==> src/rtl/ram_banked_nxm_if.sv <==
// Bus bundle for ram_banked_nxm: access request, zero-fill start,
// registered read data and status strobes.
interface ram_banked_nxm_if #(
  parameter int DATA_W = 8,
  parameter int LANE_W = 4,
  parameter int ADDR_W = 3
);
  localparam int LANES = DATA_W / LANE_W;

  logic              CS;
  logic              R_W;
  logic [ADDR_W-1:0] ADDR;
  logic [LANES-1:0]  LANE_EN;
  logic [DATA_W-1:0] DATA_IN;
  logic              ZERO;
  logic [DATA_W-1:0] DATA_OUT;
  logic              RD_VALID;
  logic              ADDR_ERR;
  logic              BUSY;

  modport master (
    output CS, R_W, ADDR, LANE_EN, DATA_IN, ZERO,
    input  DATA_OUT, RD_VALID, ADDR_ERR, BUSY
  );

  modport slave (
    input  CS, R_W, ADDR, LANE_EN, DATA_IN, ZERO,
    output DATA_OUT, RD_VALID, ADDR_ERR, BUSY
  );
endinterface

==> src/rtl/ram_banked_nxm.sv <==
// Single-port RAM with per-lane write enables, registered read,
// out-of-range detection and a sequential zero-fill sweep.
module ram_banked_nxm #(
  parameter int DATA_W = 8,
  parameter int LANE_W = 4,
  parameter int DEPTH  = 8,
  parameter int ADDR_W = 3
) (
  input  logic          CLK,
  input  logic          CLR,
  ram_banked_nxm_if.slave bus
);
  localparam int LANES = DATA_W / LANE_W;
  localparam int unsigned DEPTH_U = DEPTH;
  localparam logic [ADDR_W-1:0] LAST = ADDR_W'(DEPTH - 1);

  typedef enum logic {IDLE, SWEEP} state_t;

  state_t            r_state;
  state_t            w_next;
  logic [ADDR_W-1:0] r_cnt;
  logic [DATA_W-1:0] r_mem [DEPTH];
  logic [DATA_W-1:0] r_dout;
  logic              r_rd_valid;
  logic              r_addr_err;

  logic w_last;
  logic w_in_range;
  logic w_busy;
  logic w_wr;
  logic w_rd;
  logic w_err;

  assign w_last     = (r_cnt == LAST);
  assign w_in_range = (32'(bus.ADDR) < DEPTH_U);

  always_ff @(posedge CLK or posedge CLR) begin
    if (CLR) r_state <= IDLE;
    else     r_state <= w_next;
  end

  always_comb begin
    w_next = r_state;
    unique case (r_state)
      IDLE:  if (bus.ZERO) w_next = SWEEP;
      SWEEP: if (w_last)   w_next = IDLE;
      default: w_next = IDLE;
    endcase
  end

  // ZERO wins over a same-cycle access; the sweep blocks all accesses.
  always_comb begin
    w_busy = 1'b0;
    w_wr   = 1'b0;
    w_rd   = 1'b0;
    w_err  = 1'b0;
    if (r_state == SWEEP) begin
      w_busy = 1'b1;
    end else if (bus.CS && !bus.ZERO) begin
      if (!w_in_range) w_err = 1'b1;
      else if (bus.R_W) w_wr = 1'b1;
      else w_rd = 1'b1;
    end
  end

  always_ff @(posedge CLK or posedge CLR) begin
    if (CLR) begin
      r_cnt <= '0;
    end else if (r_state == SWEEP) begin
      r_cnt <= w_last ? '0 : r_cnt + ADDR_W'(1);
    end
  end

  always_ff @(posedge CLK or posedge CLR) begin
    if (CLR) begin
      for (int w = 0; w < DEPTH; w++) r_mem[w] <= '0;
    end else if (w_busy) begin
      r_mem[r_cnt] <= '0;
    end else if (w_wr) begin
      for (int i = 0; i < LANES; i++)
        if (bus.LANE_EN[i])
          r_mem[bus.ADDR][i*LANE_W +: LANE_W] <=
            bus.DATA_IN[i*LANE_W +: LANE_W];
    end
  end

  always_ff @(posedge CLK or posedge CLR) begin
    if (CLR) begin
      r_dout     <= '0;
      r_rd_valid <= 1'b0;
      r_addr_err <= 1'b0;
    end else begin
      r_rd_valid <= w_rd;
      r_addr_err <= w_err;
      if (w_rd) r_dout <= r_mem[bus.ADDR];
    end
  end

  assign bus.DATA_OUT = r_dout;
  assign bus.RD_VALID = r_rd_valid;
  assign bus.ADDR_ERR = r_addr_err;
  assign bus.BUSY     = w_busy;
endmodule

==> src/flat_wrapper.sv <==
// flat-port wrapper written by rule: the top's interface ports become plain ports
module ram_banked_nxm_flat 
#(
  parameter int DATA_W = 8,
  parameter int LANE_W = 4,
  parameter int DEPTH  = 8,
  parameter int ADDR_W = 3
)
  (CLK, CLR, bus_CS, bus_R_W, bus_ADDR, bus_LANE_EN, bus_DATA_IN, bus_ZERO, bus_DATA_OUT, bus_RD_VALID, bus_ADDR_ERR, bus_BUSY);
  ram_banked_nxm_if #(.DATA_W(DATA_W), .LANE_W(LANE_W), .ADDR_W(ADDR_W)) bus_i ();
  input  logic CLK;
  input  logic CLR;
  input wire logic [$bits(bus_i.CS)-1:0] bus_CS;
  input wire logic [$bits(bus_i.R_W)-1:0] bus_R_W;
  input wire logic [$bits(bus_i.ADDR)-1:0] bus_ADDR;
  input wire logic [$bits(bus_i.LANE_EN)-1:0] bus_LANE_EN;
  input wire logic [$bits(bus_i.DATA_IN)-1:0] bus_DATA_IN;
  input wire logic [$bits(bus_i.ZERO)-1:0] bus_ZERO;
  output wire logic [$bits(bus_i.DATA_OUT)-1:0] bus_DATA_OUT;
  output wire logic [$bits(bus_i.RD_VALID)-1:0] bus_RD_VALID;
  output wire logic [$bits(bus_i.ADDR_ERR)-1:0] bus_ADDR_ERR;
  output wire logic [$bits(bus_i.BUSY)-1:0] bus_BUSY;
  assign bus_i.CS = bus_CS;
  assign bus_i.R_W = bus_R_W;
  assign bus_i.ADDR = bus_ADDR;
  assign bus_i.LANE_EN = bus_LANE_EN;
  assign bus_i.DATA_IN = bus_DATA_IN;
  assign bus_i.ZERO = bus_ZERO;
  assign bus_DATA_OUT = bus_i.DATA_OUT;
  assign bus_RD_VALID = bus_i.RD_VALID;
  assign bus_ADDR_ERR = bus_i.ADDR_ERR;
  assign bus_BUSY = bus_i.BUSY;
  ram_banked_nxm #(.DATA_W(DATA_W), .LANE_W(LANE_W), .DEPTH(DEPTH), .ADDR_W(ADDR_W)) u_core (.CLK(CLK), .CLR(CLR), .bus(bus_i));
endmodule
==> config.mk <==
export PLATFORM = sky130hd
export DESIGN_NAME = ram_banked_nxm_flat
export DESIGN_NICKNAME = d
export VERILOG_FILES = /design/src/rtl/ram_banked_nxm_if.sv /design/src/rtl/ram_banked_nxm.sv /design/src/flat_wrapper.sv
export SDC_FILE = /design/constraint.sdc
export NUM_CORES = 1
export LEC_CHECK = 0
export ABC_CLOCK_PERIOD_IN_PS = 3250
export CAP_MARGIN = 20
export CORE_MARGIN = 5
export CORE_UTILIZATION = 40
export CTS_BUF_LIST = sky130_fd_sc_hd__clkbuf_8
export DETAILED_ROUTE_END_ITERATION = 12
export PLACE_DENSITY = 0.57
export SYNTH_ARGS = -nofsm -noshare
export SYNTH_HDL_FRONTEND = slang
export SYNTH_SLANG_ARGS = --single-unit
==> constraint.sdc <==
create_clock -name CLK -period 3.25 [get_ports CLK]
set_input_delay 0.4875 -clock CLK [delete_from_list [all_inputs] [get_ports CLK]]
set_output_delay 0.4875 -clock CLK [all_outputs]
set_load 0.01 [all_outputs]
# Yosys cells after proc, flatten, opt, wreduce, memory -nomap -nowiden

Index checks and enable logic that the tools add are counted.

Register bits: 77
Input port bits: 18
Output and inout bits: 11
Word-level logic and storage cells: 56

Add/sub/neg operators: 1
Order comparisons: 4
Eq/ne operators: 1
Muxes and demuxes: 28
Bitwise operators: 5
Reduce and logical (&&, ||, !) cells: 5

Operators with widths:

| operator                                           | number |
|---|---|
| 2-to-1 mux 64 bit                                  | 6 |
| bitwise mux 64 bit                                 | 2 |
| demux 8 bit (select 3 bit)                         | 3 |
| bitwise AND 64 bit                                 | 1 |
| NOT 64 bit                                         | 1 |
| 2-to-1 mux 8 bit                                   | 4 |
| binary-select mux 8 bit (select 3 bit)             | 1 |
| 2-to-1 mux 1 bit                                   | 9 |
| >= comparator 4 bit, second input constant         | 2 |
| < comparator 4 x 1 -> 1 bit, second input constant | 2 |
| NOT 3 -> 4 bit                                     | 2 |
| 2-to-1 mux 4 bit                                   | 1 |
| adder 3 x 1 -> 3 bit, second input constant        | 1 |
| == test 3 bit, second input constant               | 1 |
| logical AND 1 bit                                  | 3 |
| 2-to-1 mux 3 bit                                   | 1 |
| case mux 1 bit (2 select lines)                    | 1 |
| nonzero test 2 bit                                 | 1 |
| logical NOT 1 bit                                  | 1 |
| NOT 1 bit                                          | 1 |

# Logic depth before layout (Yosys ltp)

Word-level depth: 13
Gate-level depth with buffers: 6
Mapped depth without buffers: 4

# Worst setup path after synthesis

OpenSTA, ideal clock, no wires.

Kind: input port to flip-flop
From: in bus_ADDR[2]
To: reg u_core.r_mem[47] in the netlist's numbering
Library setup time: 0.126 ns
Arrival time: 1.369 ns
Required time: 3.124 ns
Setup slack: 1.755 ns
Stages on the path: 5
Cell sequence: or3b_1 > buf_2 > o22ai_2 > nand2_1 > o2bb2ai_1

Longest elaborated chain between the ends: 10
Elaborated cells on any way between the ends: 15

Ends and longest elaborated chain:

| element                                                     | line                 | RTL |
|---|---|---|
| from (decl)                                                 | flat_wrapper.sv:15   | `input wire logic [$bits(bus_i.ADDR)-1:0] bus_ADDR;` |
| NOT 3 -> 4 bit (implied by the code) (*)                    | ram_banked_nxm.sv:82 | `r_mem[bus.ADDR][i*LANE_W +: LANE_W] <=` |
| branches (longest 6 deep; another with >= comparator 4 bit) | n/a                  |  |
| 2-to-1 mux 64 bit (*)                                       | ram_banked_nxm.sv:81 | `if (bus.LANE_EN[i])` |
| 2-to-1 mux 64 bit (*)                                       | ram_banked_nxm.sv:79 | `end else if (w_wr) begin` |
| 2-to-1 mux 64 bit (*)                                       | ram_banked_nxm.sv:77 | `end else if (w_busy) begin` |
| to (signal, indexed assignment)                             | ram_banked_nxm.sv:82 |  |
| to (decl)                                                   | ram_banked_nxm.sv:22 | `logic [DATA_W-1:0] r_mem [DEPTH];` |

Mark *: on every way between the ends. The select of a mux whose other input is x is not followed.
A chain may end at the register's enable or synchronous reset.

# Worst setup path after layout

From: reg u_core.r_state
To: out bus_BUSY

Longest elaborated chain between the ends: 1

Ends and longest elaborated chain:

| element                | line                 | RTL |
|---|---|---|
| from (decl)            | ram_banked_nxm.sv:19 | `state_t r_state;` |
| from (signal assigned) | ram_banked_nxm.sv:39 | `else r_state <= w_next;` |
| 2-to-1 mux 1 bit       | ram_banked_nxm.sv:57 | `if (r_state == SWEEP) begin` |
| to (decl)              | flat_wrapper.sv:22   | `output wire logic [$bits(bus_i.BUSY)-1:0] bus_BUSY;` |

Every way passes these cells.

==> flow_metrics.py <==
metrics = {
    "worst_setup_path": {
        "critical_path_class": "flip-flop to output port",
        "arrival_ps": 1970,
        "cpMaxStageDelayCell": "dfrtp_1",
        "cp-end-kind": "output port",
        "cp-start-kind": "flip-flop",
        "path_cells": "clkdlybuf4s50_1",
        "cpPeakStageDelay_ps": 930,
        "path_max_fanout": 22,
        "cp.required_ps": 2760,
        "crit_buf_inv": 1,
        "cp_top_family": "flip-flops",
    },
    "power": {
        "p_switching_w": 0.000864,
        "seq_power_share": 0.444,
        "p_sw_frac": 0.323,
        "power_density_mw_per_mm2": 634,
        "p_int_w": 0.00181,
        "combPwrFrac": 0.259,
        "ir_worst_vdd_v": 0.000443,
        "clkPwrFrac": 0.297,
        "leakage_nw": 1.74,
    },
    "placement": {
        "place_congestion": 0.812,
        "io_buffers": 27,
        "hpwl_um": 6630,
        "dpl_cell_area_mm2": 0.00400,
    },
    "final_layout": {
        "n_antenna_cell": 0,
        "seq_area_mm2": 0.00193,
        "layout_commonest_cell": "dfrtp_1",
        "area_growth_pct": 14.6,
        "fillCellCount": 872,
        "layout.nets": 359,
        "multiInputGateArea_mm2": 0.00158,
        "final_area_mm2": 0.00422,
        "drive_above_1_share": 0.128,
        "layout_common_cells": "dfrtp_1 (77), o2bb2ai_1 (64), nand2_1 (29)",
    },
    "synthesis": {
        "synth_warnings": 0,
        "avgSynthCellArea_um2": 11.8,
        "syn_nets": 332,
        "seq_area_frac_synth": 0.524,
        "synthAdderAreaFrac": 0.00680,
        "synth-compound-area-share": 0.252,
        "ys.flop_type": "dfrtp_1",
        "ys_ff_latch": 77,
        "synth.distinct_cells": 50,
        "syn-cell-area_mm2": 0.00368,
        "synthXorXnorAreaFrac": 0,
        "yosys.area_share.simple": 0.106,
        "synth-async-reset-ratio": 1.00,
        "muxShareOfSynthArea": 0.0639,
        "synth_edf_count": 0,
        "netlist_instances": 312,
        "synth_top_family_by_area": "compound AO/OA/AOI/OAI gates",
    },
    "clock_tree": {
        "cts_resized": 0,
        "clk_path_buf_depth": 2,
        "cts_buffers": 9,
        "cts_tree": "built",
        "cts_setup_buffers": 0,
        "root_buffer": "clkbuf_8",
        "insertion_delay_ps": 350,
        "h-tree-depth": 3,
        "holdBufCountCts": 0,
        "cts.reportedPaths.clkPinSlew_ps": 80,
        "clock-sinks": 77,
    },
    "timing": {
        "fin_crit_ps": 2450,
        "fin_setup_tns_ps": 0,
        "hold_viol": 0,
        "rsz0062_at_grt": "no",
        "slew_violations": 0,
        "fmax_mhz": 407,
        "tightest_slew_ps": 883,
        "fin_skew_ps": 10.4,
        "finalCritPeriodShare": 0.755,
        "setup_viol": 0,
        "slew-limit-headroom": 0.411,
    },
    "global_routing": {
        "grtUsageMet1": 0.258,
        "gr-total-overflow": 0,
        "grt_antenna_before_repair": 0,
        "track_usage": 0.176,
        "grt_use_met3": 0.0443,
        "grt_max_degree": 50,
        "grt_pass1_vias": 2746,
        "globalRouteMet2Util": 0.261,
        "grt_pass1_wl_um": 15400,
        "top_usage_layer": "met2",
    },
    "drt": {
        "drtIter0Drc": 115,
        "routed_via_density": 5.84,
        "vias": 2658,
        "wirelength_um": 9250,
        "wl_per_cell_um": 20.3,
        "ant_nets": 0,
        "drc": 0,
        "drt_pre_antenna_iters": 4,
    },
    "die": {
        "initial_core_util": 0.404,
        "std_cell_rows": 35,
        "die_h_um": 106,
        "core_mm2": 0.00911,
        "die_w_um": 106,
        "die_area_mm2": 0.0112,
        "boundaryPins": 29,
    },
    "outcome": {
        "status": "completed",
    },
    "flow_run": {
        "drv_cap": 0,
    },
    "worst_hold_path": {
        "hold_class": "flip-flop to flip-flop",
    },
}
-- synthesized netlist by cell type, types with 2 or more instances --
cell type | count | area share
a21oi_1 | 6 | 0.0082
a221oi_1 | 2 | 0.0048
a22o_1 | 2 | 0.0048
a22oi_1 | 2 | 0.0041
a31oi_1 | 6 | 0.010
buf_2 | 5 | 0.0068
buf_4 | 7 | 0.014
buf_6 | 4 | 0.012
dfrtp_1 | 77 | 0.52
ha_1 | 2 | 0.0068
inv_1 | 6 | 0.0061
mux2_2 | 3 | 0.0092
mux2i_1 | 19 | 0.052
nand2_1 | 29 | 0.030
nand2_2 | 4 | 0.0068
nand2b_1 | 3 | 0.0051
nand3_1 | 6 | 0.0082
nor2_1 | 9 | 0.0092
nor2b_1 | 5 | 0.0085
o21ai_0 | 6 | 0.0082
o21ai_1 | 7 | 0.0095
o21ai_2 | 2 | 0.0048
o22ai_1 | 6 | 0.010
o2bb2ai_1 | 64 | 0.15
o32a_1 | 3 | 0.0082
or3b_1 | 3 | 0.0071
-- final timing paths --
check,start,to,slack [ps],cells past startpoint
max in group asynchronous,CLR,u_core.r_mem[17],2020,3
min in group asynchronous,CLR,u_core.r_mem[5],540,2
worst max register to register,u_core.r_state,u_core.r_mem[58],1060,4
worst max-delay path,u_core.r_state,bus_BUSY,800,1
worst min-delay path,u_core.r_mem[18],u_core.r_mem[18],490,1
worst min register to register,u_core.r_mem[18],u_core.r_mem[18],490,1
-- sequential cells by signal, indices dropped and copies added (netlist names) --
| signal | count |
|---|---|
| u_core.r_mem | 64 |
| u_core.r_cnt | 3 |
| u_core.bus.DATA_OUT | 8 |
| u_core.r_state | 1 |
| u_core.bus.RD_VALID | 1 |
-- kinds of logic (layout without fill, tap and decap cells) --
group | Yosys count | after routing
AOI/OAI and AO/OA | 114 | 114
adders and majority gates | 2 | 2
buffers and inverters | 25 | 57
DFF | 77 | 77
muxes | 23 | 23
other | 1 | 1
and+or+nand+nor | 70 | 70
-- stage by stage --
step                instances  utilization  hold slack, ps  setup WS (ps)  power [W]
floorplan                 312            -             449            796    0.00164
global placement          439        0.439             467            575    0.00190
detailed placement        439        0.439             468            553    0.00191
CTS                       455        0.463             493            773    0.00270
global route              455        0.463             506            707    0.00282
finish                    455        0.463             490            796    0.00268
-- power by group through the flow --
| stage | Clock, W | Sequential, W | Combinational, W |
|---|---|---|---|
| 6_report | 0.000795 | 0.00119 | 0.000694 |
| 5_1_grt | 0.000846 | 0.00121 | 0.000764 |
| 4_1_cts | 0.000807 | 0.00119 | 0.000702 |
| 3_5_place_dp | 0 | 0.00121 | 0.000702 |
| 3_3_place_gp | 0 | 0.00120 | 0.000696 |
| 2_1_floorplan | 0 | 0.00118 | 0.000458 |
-- per-layer routing --
layer  routed length [um]  vias to the layer above
li1                     -                     1248
met1                 4640                     1347
met2                 4140                       54
met3                  363                        9
met4                   99                        0
met5                    0                        -
-- area by class of cell --
| class | count | area share |
|---|---|---|
| Inverter | 7 | 0.00623 |
| Multi-Input combinational cell | 210 | 0.375 |
| Timing Repair Buffer | 34 | 0.0783 |
| Tap cell | 111 | 0.0329 |
| Clock buffer | 9 | 0.0294 |
| Clock inverter | 7 | 0.0217 |
| Sequential cell | 77 | 0.457 |
No activity file was read; power rests on OpenSTA's default activity.
